[src/rtl/bsg_manycore_proc_endpoint.sv]
// Processor-side endpoint of a manycore mesh node: buffered fwd/rev inputs, credit-gated requests.
// Optional credit-overflow checking is enabled by defining BSG_MANYCORE_ENDPOINT_CREDIT_CHECK_EN.
module bsg_manycore_proc_endpoint #(
    parameter int x_cord_width_p    = 4,
    parameter int y_cord_width_p    = 4,
    parameter int data_width_p      = 32,
    parameter int addr_width_p      = 28,
    parameter int fifo_els_p        = 2,
    parameter int max_out_credits_p = 16,
    localparam int packet_width_lp = 2 + (data_width_p / 8) + addr_width_p + data_width_p
                                     + 2 * (x_cord_width_p + y_cord_width_p),
    localparam int return_packet_width_lp = 2 + data_width_p + x_cord_width_p + y_cord_width_p,
    localparam int link_sif_width_lp = packet_width_lp + return_packet_width_lp + 4,
    localparam int credit_width_lp = $clog2(max_out_credits_p + 1)
) (
    input  logic                              clk_i,
    input  logic                              reset_n_i,
    input  logic [link_sif_width_lp-1:0]      link_sif_i,
    output logic [link_sif_width_lp-1:0]      link_sif_o,
    output logic                              in_v_o,
    output logic [packet_width_lp-1:0]        in_packet_o,
    input  logic                              in_yumi_i,
    input  logic                              returning_v_i,
    input  logic [return_packet_width_lp-1:0] returning_packet_i,
    output logic                              returning_ready_o,
    input  logic                              out_v_i,
    input  logic [packet_width_lp-1:0]        out_packet_i,
    output logic                              out_ready_o,
    output logic                              returned_v_o,
    output logic [return_packet_width_lp-1:0] returned_packet_o,
    input  logic                              returned_yumi_i,
    output logic [credit_width_lp-1:0]        out_credits_o,
    output logic                              credit_err_o
);

    typedef struct packed {
        logic                       v;
        logic [packet_width_lp-1:0] data;
        logic                       ready_and_rev;
    } fwd_s;

    typedef struct packed {
        logic                              v;
        logic [return_packet_width_lp-1:0] data;
        logic                              ready_and_rev;
    } rev_s;

    typedef struct packed {
        fwd_s fwd;
        rev_s rev;
    } link_s;

    localparam int ptr_width_lp = $clog2(fifo_els_p);
    localparam int cnt_width_lp = $clog2(fifo_els_p + 1);
    localparam logic [credit_width_lp-1:0] max_credits_lp = credit_width_lp'(max_out_credits_p);
    localparam logic [cnt_width_lp-1:0] fifo_full_cnt_lp = cnt_width_lp'(fifo_els_p);

    function automatic logic [ptr_width_lp-1:0] ptr_inc(input logic [ptr_width_lp-1:0] p);
        if (p == ptr_width_lp'(fifo_els_p - 1)) begin
            return '0;
        end
        return p + 1'b1;
    endfunction

    link_s link_in, link_out;
    assign link_in    = link_sif_i;
    assign link_sif_o = link_out;

    // ---------------- fwd-in FIFO ----------------
    logic [packet_width_lp-1:0] fin_mem_q [fifo_els_p];
    logic [packet_width_lp-1:0] fin_mem_d [fifo_els_p];
    logic [ptr_width_lp-1:0]    fin_wptr_q, fin_wptr_d, fin_rptr_q, fin_rptr_d;
    logic [cnt_width_lp-1:0]    fin_cnt_q, fin_cnt_d;
    logic                       fin_full, fin_empty, fin_enq, fin_deq;

    assign fin_full  = (fin_cnt_q == fifo_full_cnt_lp);
    assign fin_empty = (fin_cnt_q == '0);
    assign fin_enq   = link_in.fwd.v & ~fin_full;
    assign fin_deq   = in_yumi_i & ~fin_empty;

    always_comb begin
        fin_mem_d  = fin_mem_q;
        fin_wptr_d = fin_wptr_q;
        fin_rptr_d = fin_rptr_q;
        fin_cnt_d  = fin_cnt_q;
        if (fin_enq) begin
            fin_mem_d[fin_wptr_q] = link_in.fwd.data;
            fin_wptr_d            = ptr_inc(fin_wptr_q);
        end
        if (fin_deq) begin
            fin_rptr_d = ptr_inc(fin_rptr_q);
        end
        if (fin_enq && !fin_deq) begin
            fin_cnt_d = fin_cnt_q + 1'b1;
        end else if (!fin_enq && fin_deq) begin
            fin_cnt_d = fin_cnt_q - 1'b1;
        end
    end

    // ---------------- rev-in FIFO ----------------
    logic [return_packet_width_lp-1:0] rin_mem_q [fifo_els_p];
    logic [return_packet_width_lp-1:0] rin_mem_d [fifo_els_p];
    logic [ptr_width_lp-1:0]           rin_wptr_q, rin_wptr_d, rin_rptr_q, rin_rptr_d;
    logic [cnt_width_lp-1:0]           rin_cnt_q, rin_cnt_d;
    logic                              rin_full, rin_empty, rin_enq, rin_deq;

    assign rin_full  = (rin_cnt_q == fifo_full_cnt_lp);
    assign rin_empty = (rin_cnt_q == '0);
    assign rin_enq   = link_in.rev.v & ~rin_full;
    assign rin_deq   = returned_yumi_i & ~rin_empty;

    always_comb begin
        rin_mem_d  = rin_mem_q;
        rin_wptr_d = rin_wptr_q;
        rin_rptr_d = rin_rptr_q;
        rin_cnt_d  = rin_cnt_q;
        if (rin_enq) begin
            rin_mem_d[rin_wptr_q] = link_in.rev.data;
            rin_wptr_d            = ptr_inc(rin_wptr_q);
        end
        if (rin_deq) begin
            rin_rptr_d = ptr_inc(rin_rptr_q);
        end
        if (rin_enq && !rin_deq) begin
            rin_cnt_d = rin_cnt_q + 1'b1;
        end else if (!rin_enq && rin_deq) begin
            rin_cnt_d = rin_cnt_q - 1'b1;
        end
    end

    // ---------------- credits and outgoing paths ----------------
    logic [credit_width_lp-1:0] credits_q, credits_d, credits_eff;
    logic                       send_fire;

    // Outputs show the reset state while reset is held; no injection happens during reset.
    assign credits_eff = reset_n_i ? credits_q : max_credits_lp;
    assign out_ready_o = reset_n_i & link_in.fwd.ready_and_rev & (credits_eff != '0);
    assign send_fire   = out_v_i & out_ready_o;

    always_comb begin
        credits_d = credits_q;
        if (send_fire && !rin_enq && credits_q != '0) begin
            credits_d = credits_q - 1'b1;
        end else if (rin_enq && !send_fire && credits_q != max_credits_lp) begin
            credits_d = credits_q + 1'b1;
        end
    end

    always_comb begin
        link_out.fwd.v             = reset_n_i & out_v_i & (credits_eff != '0);
        link_out.fwd.data          = out_packet_i;
        link_out.fwd.ready_and_rev = ~fin_full | ~reset_n_i;
        link_out.rev.v             = returning_v_i;
        link_out.rev.data          = returning_packet_i;
        link_out.rev.ready_and_rev = ~rin_full | ~reset_n_i;
    end

    assign returning_ready_o = link_in.rev.ready_and_rev;
    assign in_v_o            = reset_n_i & ~fin_empty;
    assign in_packet_o       = fin_mem_q[fin_rptr_q];
    assign returned_v_o      = reset_n_i & ~rin_empty;
    assign returned_packet_o = rin_mem_q[rin_rptr_q];
    assign out_credits_o     = credits_eff;

    always_ff @(posedge clk_i) begin
        if (!reset_n_i) begin
            fin_wptr_q <= '0;
            fin_rptr_q <= '0;
            fin_cnt_q  <= '0;
            rin_wptr_q <= '0;
            rin_rptr_q <= '0;
            rin_cnt_q  <= '0;
            credits_q  <= max_credits_lp;
        end else begin
            fin_wptr_q <= fin_wptr_d;
            fin_rptr_q <= fin_rptr_d;
            fin_cnt_q  <= fin_cnt_d;
            rin_wptr_q <= rin_wptr_d;
            rin_rptr_q <= rin_rptr_d;
            rin_cnt_q  <= rin_cnt_d;
            credits_q  <= credits_d;
        end
    end

    // Storage needs no reset: occupancy counters alone decide validity.
    always_ff @(posedge clk_i) begin
        fin_mem_q <= fin_mem_d;
        rin_mem_q <= rin_mem_d;
    end

`ifdef BSG_MANYCORE_ENDPOINT_CREDIT_CHECK_EN
    logic credit_err_q, credit_err_d, credit_overflow;

    // A return arriving while every credit is already home means a phantom response.
    assign credit_overflow = rin_enq & ~send_fire & (credits_q == max_credits_lp);

    always_comb begin
        credit_err_d = credit_err_q | credit_overflow;
    end

    always_ff @(posedge clk_i) begin
        if (!reset_n_i) begin
            credit_err_q <= 1'b0;
        end else begin
            credit_err_q <= credit_err_d;
        end
    end

    assign credit_err_o = reset_n_i & credit_err_q;

`ifndef SYNTHESIS
    always_ff @(posedge clk_i) begin
        if (reset_n_i && credit_overflow) begin
            $error("bsg_manycore_proc_endpoint: credit overflow");
        end
    end
`endif
`else
    assign credit_err_o = 1'b0;
`endif

endmodule

[config.mk]
export PLATFORM = sky130hd
export DESIGN_NAME = bsg_manycore_proc_endpoint
export DESIGN_NICKNAME = d
export VERILOG_FILES = /design/src/rtl/bsg_manycore_proc_endpoint.sv
export SDC_FILE = /design/constraint.sdc
export NUM_CORES = 1
export LEC_CHECK = 0
export BUFFER_PORTS_ARGS = -buffer_cell sky130_fd_sc_hd__clkbuf_2
export CAP_MARGIN = 15
export CORE_AREA = 3 3 200 202
export CTS_BUF_LIST = sky130_fd_sc_hd__clkbuf_4 sky130_fd_sc_hd__clkbuf_8
export DETAILED_ROUTE_END_ITERATION = 7
export DIE_AREA = 0 0 203 205
export PLACE_DENSITY_LB_ADDON = 0.05
export RECOVER_POWER = 50
export SLEW_MARGIN = 10
export SYNTH_ARGS = -nofsm -noshare
export SYNTH_HDL_FRONTEND = slang
export SYNTH_SLANG_ARGS = --single-unit
[constraint.sdc]
create_clock -name clk_i -period 6 [get_ports clk_i]
set_clock_uncertainty 0.2 [all_clocks]
set_input_delay 0.3 -clock clk_i [delete_from_list [all_inputs] [get_ports clk_i]]
set_output_delay 0.3 -clock clk_i [all_outputs]
set_load 0.05 [all_outputs]
# Word level (Yosys, flattened, before mapping)
# Index checks and enable logic that the tools add are counted.
# word_totals
mem_count	0
ramBits	0
latchBits	0
input_bits	258
mem_bits_ro	0
ff_bits	261
# op_classes
n_reduce_logical	22
n_div	0
n_shift	0
addsub	10
n_mul	0
eq_ne	3
muxes	35
order_cmp	6
bitwise	22
# ops
op	count
$mux W82	4
$mux W42	4
$bwmux W164	1
$bwmux W84	1
$demux W82 S1	1
$demux W42 S1	1
$mux W1	16
$mux W5	3
$and A1 B1 Y1	11
$logic_and A1 B1 Y1	10
$reduce_bool A5 Y1	2
$ge A2 B2 Y1 const B	4
$mux W2	4
$not A1 Y2	4
$reduce_bool A2 Y1	3
$add A5 B1 Y5 const B	1
$logic_not A1 Y1	5
$ne A5 B5 Y1 const B	1
$not A1 Y1	5
$sub A5 B1 Y5 const B	1
$add A1 B1 Y1 const B	4
$add A2 B1 Y2 const B	2
$eq A2 B2 Y1 const B	2
$logic_not A2 Y1	2
3 further kinds	6

# Logic depth before layout (Yosys ltp)
# depth
ltp_word	9
depth_mapped	8

# Worst setup path before layout
# No wires, ideal clock.
# synth_path
path_kind	reg2reg
start	reg fin_cnt_q[0]
end	reg fin_mem_q[100] (netlist bit), enable pin
synth_period_minus_slack_ps	4761
arrival_ps	4038
stages_incl_launch_ff	4
path_buffers	0
t_required_ps	5277
setup_slack_ps	1239
cell_sequence	dfxtp_1 > nand2b_1 > nand2_1 > nor2_1
# synth_between
elab_chain_cells	3
# synth_rtl
element	line_no	rtl
from (decl)	73	logic [cnt_width_lp-1:0] fin_cnt_q, fin_cnt_d;
from (signal assigned)	177	fin_cnt_q <= fin_cnt_d;
$eq A2 B2 Y1	76	assign fin_full = (fin_cnt_q == fifo_full_cnt_lp);
$not A1 Y1	78	assign fin_enq = link_in.fwd.v & ~fin_full;
$and A1 B1 Y1	78	
to (signal assigned)	187	fin_mem_q <= fin_mem_d;
to (decl)	70	logic [packet_width_lp-1:0] fin_mem_q [fifo_els_p];
# No other way between the ends.
# A chain may end at the register's enable or synchronous reset.

# Worst setup path after layout
# layout_path
start	reg credits_q[0]
end	reg credits_q[4]
# layout_between
elab_chain_cells	8
word_cells_on_any_way	16
cone_classes	2 x add/sub; 1 x eq/ne; 3 x mux; 2 x bitwise; 8 x reduce/logical
# layout_rtl
element	line_no	rtl
from (decl)	132	logic [credit_width_lp-1:0] credits_q, credits_d, credits_eff;
from (signal assigned)	173	credits_q <= max_credits_lp;
from (signal assigned)	181	credits_q <= credits_d;
$mux W5	136	assign credits_eff = reset_n_i ? credits_q : max_credits_lp;
$reduce_bool A5 Y1	137	assign out_ready_o = reset_n_i & link_in.fwd.ready_and_rev & (credits_eff != '0);
$and A1 B1 Y1	137	
$and A1 B1 Y1	138	assign send_fire = out_v_i & out_ready_o;
$logic_not A1 Y1	144	end else if (rin_enq && !send_fire && credits_q != max_credits_lp) begin
$logic_and A1 B1 Y1 (2 in a row)	144	
$reduce_bool A2 Y1 (no source line)	--	
# Several ways; a longest one is shown, not always the timed one. The select of a mux whose other input is x is not followed.

==> out/qor.yml <==
floorplan:
  die_w_um: 203
  rows: 72
  initial_utilization_pct: 27.9
  fp.coreArea_mm2: 0.0385
  die_h_um: 205
  dieArea_mm2: 0.0416
  ios: 520
routing:
  dr.pass1.iters: 5
  drcViolationCount: 0
  postRouteWirelength_um: 36800
  num_vias: 6169
  drt-wirelength-per-cell_um: 24.9
  vias_per_cell: 4.17
  drtAntennaViolNets: 0
  drt_iter0_markers: 213
setup_path:
  path_buf_inv: 1
  crit_path_end_kind: "flop"
  r2r_slack_ps: 2690
  slowest_stage: "or4_4"
  crit_required_ps: 6270
  path_cells: "or4_4 -> o21ai_2 -> nor2_1 -> ha_1 -> nand3_1 -> and2_1 -> a32oi_1 -> o221ai_1 -> dlygate4sd3_1"
  worstPathMaxFanout: 5
  worst-setup-path-type: "flop to flop"
  worst-endpoint-arrival_ps: 3580
  start_kind: "flop"
  crit_family: "simple AND/OR/NAND/NOR gates"
  slowest_delay_ps: 590
logic_synthesis:
  synthesis.nets: 881
  ys_async_sr_fraction_pct: 0
  yosysWarnings: 0
  synth_area_per_cell_um2: 17.4
  ys_seq_elements: 261
  ys.flop_type: "edfxtp_1"
  synth_edf_count: 248
  yosysUniqueCellTypes: 36
  synth_area_mm2: 0.0107
  yosysSeqAreaShare_pct: 71.8
  syn_inst: 617
sta:
  fin_ws_ps: 2690
  hold_viol_final: 0
  tightest_slew_ps: 1120
  slew_headroom_pct: 25.2
  final.setup.tns_ps: 0
  report.final.slew_viol_count: 0
  fin_crit_sh_pct: 55.2
  grt_setup_unrepaired: "false"
  finalSetupViolCount: 0
  post-route-min-period_ps: 3310
  max_freq_mhz: 302
global_route:
  grt_pass1_wl_um: 49900
  grtUsageTotal_pct: 17.2
  grt_max_degree: 74
  overflow: 0
  antenna_found_initial: 1
  grt_pass1_vias: 6766
placed_design:
  place.gp.congestion: 0.753
  dp_slack_ps: 3230
  numPortBuffers: 266
  dp_hpwl_um: 28200
layout:
  areaGrowthSynthToFinish_pct: 29.0
  drive_gt1_share_pct: 38.7
  fillCellCount: 3763
  fin_nets: 1190
  fin_util_pct: 36.0
power:
  power_density_mw_per_mm2: 461
  ir_drop_mv: 0.240
  p_leak_uw: 0.00505
clocking:
  post_cts_buffers: 0
  cts_tree: "done"
  h-tree-depth: 2
  path_clk_slew_ps: 50
  cts_root_buffer: "clkbuf_8"
  cts.sinks: 261
  insertion_delay_ps: 580
  cts_buffer_depth: 3
  cts_buffers: 49
worst_hold_path:
  hp-class: "primary input to flop"
outcome:
  outcome: "completed"
job:
  max_cap_viol_count: 0
## cell families after synthesis
family                     after synthesis  synth area share (%)
other                                    1                0.0349
AOI/OAI and AO/OA                       20                  1.35
adders and majority gates                6                 0.769
xor gates and xnor gates                 9                 0.734
buffers and inverters                  150                  9.68
DFF                                    261                  71.8
and+or+nand+nor                         40                  2.02
muxes                                  130                  13.6
## timing repair
| item | 4_1_cts | 5_1_grt |
|---|---|---|
| resized for setup | 0 | 0 |
| endpoints found under the hold margin | 263 | 0 |
| hold buffers | 130 | 0 |
## flip-flops by register name, summed over array words and instances (netlist names)
signal,count
fin_cnt_q,2
fin_mem_q,164
rin_mem_q,84
rin_wptr_q,1
fin_rptr_q,1
credits_q,5
rin_rptr_q,1
fin_wptr_q,1
rin_cnt_q,2
## layer usage
layer  vias up  wire length (um)  GRT usage, %
li1       2796                 -             -
met1      2968             10500          14.2
met2       305             18600          29.5
met3        98              6270          13.9
met4         2              1380          7.45
met5         -               140          2.38
## placed cells by master, fill, tap and decap left out, types with 3 or more instances in the layout
cell,Yosys,layout
clkbuf_1,16,101
nor2_1,5,3
clkbuf_8,0,49
inv_1,7,7
xnor2_1,6,6
a21oi_1,3,3
clkinv_1,0,16
dlygate4sd3_1,0,130
mux2_2,124,124
clkbuf_4,0,17
and2_1,10,9
xor2_1,3,3
buf_4,127,5
nand2b_1,4,4
nand2_1,10,10
edfxtp_1,248,248
clkbuf_2,0,164
o21ai_0,6,6
ha_1,5,5
dfxtp_1,13,11
mux2i_1,3,3
## worst reg2reg max path, delay by kind of cell, from the launching register on
kind / cells / cell delay (ps)
compound gates: 3 / 620
buf+inv: 1 / 570
flops: 1 / 350
fa+ha+maj: 1 / 390
simple gates: 4 / 1070
## per-stage QoR
stage                     instance area [um2]  cells  hold WS [ps]  total power, uW
after floorplan                         10700    617           199             4380
after global placement                  11800   1263           290             4760
after global routing                    13900   1480          91.0             6700
final                                   13900   1480          71.8             6380
after CTS                               14000   1479          1.81             6540
after detailed placement                11800   1263           293             4780
## Yosys cell counts (4+ instances only)
master    count  area share (%)
o21ai_0       6            0.28
nor2_1        5            0.17
clkbuf_1     16            0.56
dfxtp_1      13             2.4
nand2b_1      4            0.23
xnor2_1       6            0.49
nand2_1      10            0.35
buf_4       127             8.9
mux2_2      124              13
inv_1         7            0.24
ha_1          5            0.58
and2_1       10            0.58
edfxtp_1    248              69
## power by group
part,total (uW),switching [uW],leakage (uW),internal (uW)
combinational,2340,1700,0.00214,632
clock,1630,727,0.000484,903
sequential,2420,84.0,0.00242,2330
total,6380,2520,0.00505,3870
## layout make-up
cell class	count	area, um2	area share (%)
repair buffers	401	2540	18.4
diodes	1	2.50	0.0181
inverters	7	26.3	0.190
clock inverters	20	111	0.804
well taps	518	648	4.68
clock buffers	66	802	5.79
flip-flops and latches	261	7710	55.7
multi-input cells	206	2010	14.5
## final timing paths
path	start	endpoint	cells past startpoint
max	credits_q[0]$_SDFFE_PN0P_	credits_q[4]$_SDFFE_PN1P_	9
min	reset_n_i	credits_q[2]$_SDFFE_PN0P_	3
max reg2reg	credits_q[0]$_SDFFE_PN0P_	credits_q[4]$_SDFFE_PN1P_	9
min reg2reg	credits_q[2]$_SDFFE_PN0P_	credits_q[2]$_SDFFE_PN0P_	2
(Power assumes the default switching activity.)
